## config.mk

```make
export PLATFORM = sky130hd
export DESIGN_NAME = servo_cmd_framer
export DESIGN_NICKNAME = d
export VERILOG_FILES = /design/src/rtl/servo_cmd_framer.sv
export SDC_FILE = /design/constraint.sdc
export NUM_CORES = 1
export LEC_CHECK = 0
export CORE_ASPECT_RATIO = 1.4
export CORE_MARGIN = 2
export CORE_UTILIZATION = 55
export CTS_BUF_LIST = sky130_fd_sc_hd__clkbuf_16
export DETAILED_ROUTE_END_ITERATION = 10
export PLACE_DENSITY_LB_ADDON = 0.3
export SETUP_SLACK_MARGIN = 0.02
export SLEW_MARGIN = 20
export SYNTH_ARGS = -nofsm -noshare
export SYNTH_HDL_FRONTEND = slang
export SYNTH_SLANG_ARGS = --single-unit
```

## constraint.sdc

```tcl
create_clock -name clk -period 3.8 [get_ports clk]
set_input_delay 0.76 -clock clk [delete_from_list [all_inputs] [get_ports clk]]
set_output_delay 0.76 -clock clk [all_outputs]
set_load 0.05 [all_outputs]
```

## src/rtl/servo_cmd_framer.sv

```systemverilog
// rtl/servo_cmd_framer.sv - servo command to ASCII "#IDPpwmTtime!" frame serializer
module servo_cmd_framer #(
    parameter int NUM_SERVO   = 6,
    parameter int ID_DIGITS   = 3,
    parameter int PWM_DIGITS  = 4,
    parameter int TIME_DIGITS = 4,
    parameter int PWM_MIN     = 500,
    parameter int PWM_MAX     = 2500,
    parameter int APPEND_CRLF = 0
) (
    input  logic        clk,
    input  logic        rst_n,
    input  logic        cmd_valid,
    output logic        cmd_ready,
    input  logic [7:0]  cmd_id,
    input  logic [11:0] cmd_pwm,
    input  logic [15:0] cmd_time,
    output logic [7:0]  tx_data,
    output logic        tx_data_valid,
    input  logic        tx_data_ready,
    output logic        frame_done,
    output logic        err_id
);

    localparam logic [31:0] ID_SAT   = 32'(10**ID_DIGITS - 1);
    localparam logic [31:0] PWM_SAT  = 32'(10**PWM_DIGITS - 1);
    localparam logic [31:0] TIME_SAT = 32'(10**TIME_DIGITS - 1);
    localparam logic [31:0] PWM_LO   = 32'(PWM_MIN);
    localparam logic [31:0] PWM_HI   = 32'(PWM_MAX);
    localparam logic [31:0] N_SERVO  = 32'(NUM_SERVO);

    // Byte positions of the field separators within the frame
    localparam int P_POS    = 1 + ID_DIGITS;
    localparam int T_POS    = P_POS + 1 + PWM_DIGITS;
    localparam int X_POS    = T_POS + 1 + TIME_DIGITS;
    localparam int FLEN     = X_POS + 1 + ((APPEND_CRLF != 0) ? 2 : 0);
    localparam logic [4:0] LAST_IDX = 5'(FLEN - 1);

    typedef enum logic [1:0] {S_IDLE, S_CONV, S_SEND, S_DONE} state_t;

    state_t      state_q, state_d;
    logic [3:0]  cnt_q;
    logic [4:0]  idx_q;
    logic [15:0] id_bin_q, pwm_bin_q, time_bin_q;
    logic [19:0] id_bcd_q, pwm_bcd_q, time_bcd_q;
    logic [7:0]  tx_data_q;
    logic        err_q;

    logic        accept, id_ok;
    logic [15:0] id_c, pwm_cl, pwm_c, time_c;
    logic [4:0]  nxt_idx;
    logic [7:0]  nxt_byte;

    function automatic logic [19:0] dd_step(input logic [19:0] b, input logic bit_in);
        logic [19:0] t;
        t = b;
        for (int k = 0; k < 5; k++) begin
            if (t[4*k +: 4] >= 4'd5) t[4*k +: 4] = t[4*k +: 4] + 4'd3;
        end
        return {t[18:0], bit_in};
    endfunction

    function automatic logic [7:0] digit(input logic [19:0] bcd, input int n);
        logic [19:0] s;
        s = bcd >> (4 * n);
        return {4'h3, s[3:0]};
    endfunction

    assign accept = cmd_valid && (state_q == S_IDLE);
    assign id_ok  = {24'd0, cmd_id} < N_SERVO;

    // Clamp PWM into the legal range first, then saturate every field to its digit count
    always_comb begin
        id_c = ({24'd0, cmd_id} > ID_SAT) ? ID_SAT[15:0] : {8'd0, cmd_id};
        if ({20'd0, cmd_pwm} < PWM_LO)      pwm_cl = PWM_LO[15:0];
        else if ({20'd0, cmd_pwm} > PWM_HI) pwm_cl = PWM_HI[15:0];
        else                                pwm_cl = {4'd0, cmd_pwm};
        pwm_c  = ({16'd0, pwm_cl} > PWM_SAT) ? PWM_SAT[15:0] : pwm_cl;
        time_c = ({16'd0, cmd_time} > TIME_SAT) ? TIME_SAT[15:0] : cmd_time;
    end

    assign nxt_idx = idx_q + 5'd1;

    always_comb begin
        int i;
        i        = int'(nxt_idx);
        nxt_byte = 8'h00;
        if (i < P_POS)           nxt_byte = digit(id_bcd_q, P_POS - 1 - i);
        else if (i == P_POS)     nxt_byte = 8'h50;
        else if (i < T_POS)      nxt_byte = digit(pwm_bcd_q, T_POS - 1 - i);
        else if (i == T_POS)     nxt_byte = 8'h54;
        else if (i < X_POS)      nxt_byte = digit(time_bcd_q, X_POS - 1 - i);
        else if (i == X_POS)     nxt_byte = 8'h21;
        else if (i == X_POS + 1) nxt_byte = 8'h0D;
        else                     nxt_byte = 8'h0A;
    end

    always_comb begin
        state_d = state_q;
        case (state_q)
            S_IDLE: if (accept && id_ok) state_d = S_CONV;
            S_CONV: if (cnt_q == 4'd15) state_d = S_SEND;
            S_SEND: if (tx_data_ready && (idx_q == LAST_IDX)) state_d = S_DONE;
            S_DONE: state_d = S_IDLE;
            default: state_d = S_IDLE;
        endcase
    end

    always_ff @(posedge clk or negedge rst_n) begin
        if (!rst_n) begin
            state_q    <= S_IDLE;
            cnt_q      <= 4'd0;
            idx_q      <= 5'd0;
            id_bin_q   <= 16'd0;
            pwm_bin_q  <= 16'd0;
            time_bin_q <= 16'd0;
            id_bcd_q   <= 20'd0;
            pwm_bcd_q  <= 20'd0;
            time_bcd_q <= 20'd0;
            tx_data_q  <= 8'd0;
            err_q      <= 1'b0;
        end else begin
            state_q <= state_d;
            err_q   <= accept && !id_ok;
            case (state_q)
                S_IDLE: begin
                    if (accept && id_ok) begin
                        id_bin_q   <= id_c;
                        pwm_bin_q  <= pwm_c;
                        time_bin_q <= time_c;
                        id_bcd_q   <= 20'd0;
                        pwm_bcd_q  <= 20'd0;
                        time_bcd_q <= 20'd0;
                        cnt_q      <= 4'd0;
                    end
                end
                S_CONV: begin
                    cnt_q      <= cnt_q + 4'd1;
                    id_bin_q   <= {id_bin_q[14:0], 1'b0};
                    pwm_bin_q  <= {pwm_bin_q[14:0], 1'b0};
                    time_bin_q <= {time_bin_q[14:0], 1'b0};
                    id_bcd_q   <= dd_step(id_bcd_q, id_bin_q[15]);
                    pwm_bcd_q  <= dd_step(pwm_bcd_q, pwm_bin_q[15]);
                    time_bcd_q <= dd_step(time_bcd_q, time_bin_q[15]);
                    if (cnt_q == 4'd15) begin
                        tx_data_q <= 8'h23;
                        idx_q     <= 5'd0;
                    end
                end
                S_SEND: begin
                    if (tx_data_ready) begin
                        if (idx_q == LAST_IDX) begin
                            tx_data_q <= 8'd0;
                        end else begin
                            idx_q     <= nxt_idx;
                            tx_data_q <= nxt_byte;
                        end
                    end
                end
                default: ;
            endcase
        end
    end

    assign cmd_ready     = (state_q == S_IDLE);
    assign tx_data_valid = (state_q == S_SEND);
    assign frame_done    = (state_q == S_DONE);
    assign err_id        = err_q;
    assign tx_data       = tx_data_q;

endmodule

```

==> out/qor.csv <==
stage,metric,value,unit
synth,avgSynthCellArea,9.480,um^2
power,power.total,8.301,mW
setup_path,critPathMaxFanout,8,
timing,fmax,327.5,MHz
clocking,cts_hold_buf,0,
grt,overflow,0,
synth,synth_area_leader_cell,dfrtp_1,
clocking,clockRootBuffer,clkbuf_16,
detailed_routing,routed_wl,18840,um
place,io_buffers,50,
layout,antenna_cells,0,
detailed_routing,drt-initial-drc-count,490,
layout,fin_nets,934,
die,die_x,103.4,um
timing,setup_ws,0.7467,ns
clocking,cts_tree,yes,
clocking,cts_resized,0,
clocking,cts-buffers-inserted,17,
layout,area_growth,16.44,%
detailed_routing,detail-route-antenna-nets,0,
power,peakVddDrop,0.4773,mV
setup_path,critPathArrivalTime,3.36,ns
grt,grt_max_degree,77,
synth,synth_commonest_cells,"127 x dfrtp_1, 81 x nand2_1, 68 x o21ai_0",
synth,syn_inst,803,
synth,synth.distinct_cells,73,
grt,grt_pass1_wl,31820,um
die,ios,52,
die,die_area,0.01481,mm^2
place,place.gp.congestion,0.9778,
clocking,max-clock-path-buffers,2,
die,dieHeight,143.2,um
setup_path,criticalPathCategory,register to register,
power,power_leakage,3.821,nW
place,place_ws,0.7381,ns
setup_path,crit_path_end_kind,register,
timing,final-hold-violation-count,0,
detailed_routing,drc,0,
setup_path,worstPathRequired,4.10,ns
clocking,path_clk_slew,0.06,ns
timing,skew,0.006304,ns
clocking,clk_latency,0.42,ns
grt,grt_pass1_vias,6759,
synth,async_flop_share,100.0,%
detailed_routing,vias,6512,
synth,synth-main-ff-cell,dfrtp_1,
grt,track_usage,27.26,%
synth,synth_edf_count,0,
synth,syn_area,0.007612,mm^2
clocking,htreeDepth,4,
clocking,cts.sinks,127,
synth,synth_top_area_share,41.75,%
synth,synthMostInstantiatedCell,dfrtp_1,
job,cap_violations,0,
setup_path,cp-start-kind,register,
synth,ys_seq_elements,127,
run_status,status,"complete, no violations",
layout,drive_gt1_share,8.488,%
die,core,0.01345,mm^2
clocking,cts_setup_buffers,0,
timing,rsz0062_at_grt,no,
place,dpl.hpwl,13040,um
detailed_routing,viasPerCell,6.250,
timing,period_share,80.35,%
synth,synth_area_leaders,"dfrtp_1 42%, ha_1 7.7%, o21ai_0 4.5%, nand2_1 4.0%, a21oi_1 3.9%",
timing,min_period,3.053,ns
synth,synth_fp_nets,890,
synth,seq_area_frac_synth,41.75,%
power,p_per_area,936.6,mW/mm^2
timing,tightestPinTransition,0.9733,ns
synth,ys_warn_count,0,
detailed_routing,wire_per_inst,18.08,um
timing,max_slew_margin,35.11,%
timing,finalSetupViolCount,0,
min_path,hp-class,register to register,
detailed_routing,dr.pass1.iters,7,
timing,fin_tns_setup,0,ns
timing,drv_slew,0,
grt,antenna_found_initial,0,
die,num_rows,50,
die,initial_core_util,56.60,%
-- worst paths after layout --
kind,from,endpoint,slack (ns),depth (start not counted)
min in group asynchronous,rst_n,time_bcd_q[1],0.49,1
max in group asynchronous,rst_n,pwm_bcd_q[1],2.43,2
worst min-delay path,time_bin_q[0],time_bin_q[0],0.47,2
worst min register to register,time_bin_q[0],time_bin_q[0],0.47,2
worst max-delay path,idx_q[0],tx_data[0],0.75,9
worst max register to register,idx_q[0],tx_data[0],0.75,9
-- placed cells by master, fill, tap and decap left out, drive strengths merged, types with 14 or more instances in the layout --
cell type,synthesis,routed
clkdlybuf4s50,0,49
dfrtp,127,127
buf,20,20
inv,39,46
o22ai,22,22
o31ai,16,16
xnor2,17,17
a32o,15,15
a21oi,60,60
nand2b,15,15
a22o,18,18
nand2,82,82
o21ai,77,77
mux2i,24,24
nor2,56,56
xor2,14,14
ha,47,47
clkbuf,24,17
-- power breakdown --
part / leakage [nW] / switching [mW] / total, mW / internal (mW)
clock network: 0.295 / 0.644 / 1.69 / 1.04
logic: 1.89 / 2.60 / 4.24 / 1.64
registers: 1.64 / 0.505 / 2.37 / 1.87
-- state kept, by name, summed over array words and instances, names as in the netlist --
signal and cells:
time_bin_q 16, id_bin_q 16, cnt_q 4, pwm_bin_q 16
pwm_bcd_q 20, err_id 1, time_bcd_q 20, tx_data 7
state_q 2, id_bcd_q 20, idx_q 5
-- cell families after synthesis --
kind of cell | synth area share, %
buf+inv | 5.177
xor+xnor | 3.863
other cells | 0.04926
fa+ha+maj | 7.725
flops | 41.75
simple gates | 13.49
compound gates | 22.86
mux | 5.079
-- layer usage --
metal	vias to the layer above	GRT usage (%)	wire, um
met5	-	0	0
met4	0	12.40	674
met3	68	5.091	925
met2	252	47.16	9859
met1	3180	32.26	7382
li1	3012	-	-
-- worst max-delay path: stages, from the launching register on --
cell and delay (ns):
dfrtp_1 0.46, inv_1 0.14, ha_1 0.51, inv_1 0.20, ha_1 0.24, nor2b_1 0.15
a221o_1 0.45, or2_1 0.29, a211o_1 0.24, a32o_1 0.26
-- metrics by stage --
| stage | instance area [um^2] | hold slack (ns) | cells | utilization (%) |
|---|---|---|---|---|
| floorplan | 7612 | 0.4334 | 803 | - |
| global placement | 8258 | 0.4534 | 1010 | 61.40 |
| detailed placement | 8258 | 0.4588 | 1010 | 61.40 |
| CTS | 8864 | 0.4730 | 1042 | 65.90 |
| global route | 8864 | 0.5007 | 1042 | 65.90 |
| finish | 8864 | 0.4684 | 1042 | 65.90 |
-- area by class of cell --
cell class                      instances  area [um^2]
Multi-Input combinational cell        592         4049
Clock buffer                           17        425.4
Sequential cell                       127         3178
Clock inverter                         15        180.2
Inverter                               40        150.1
Timing Repair Buffer                   69        653.1
Tap cell                              182        227.7
Fill cell                            1038         4587
No activity file was read; power rests on OpenSTA's default activity.
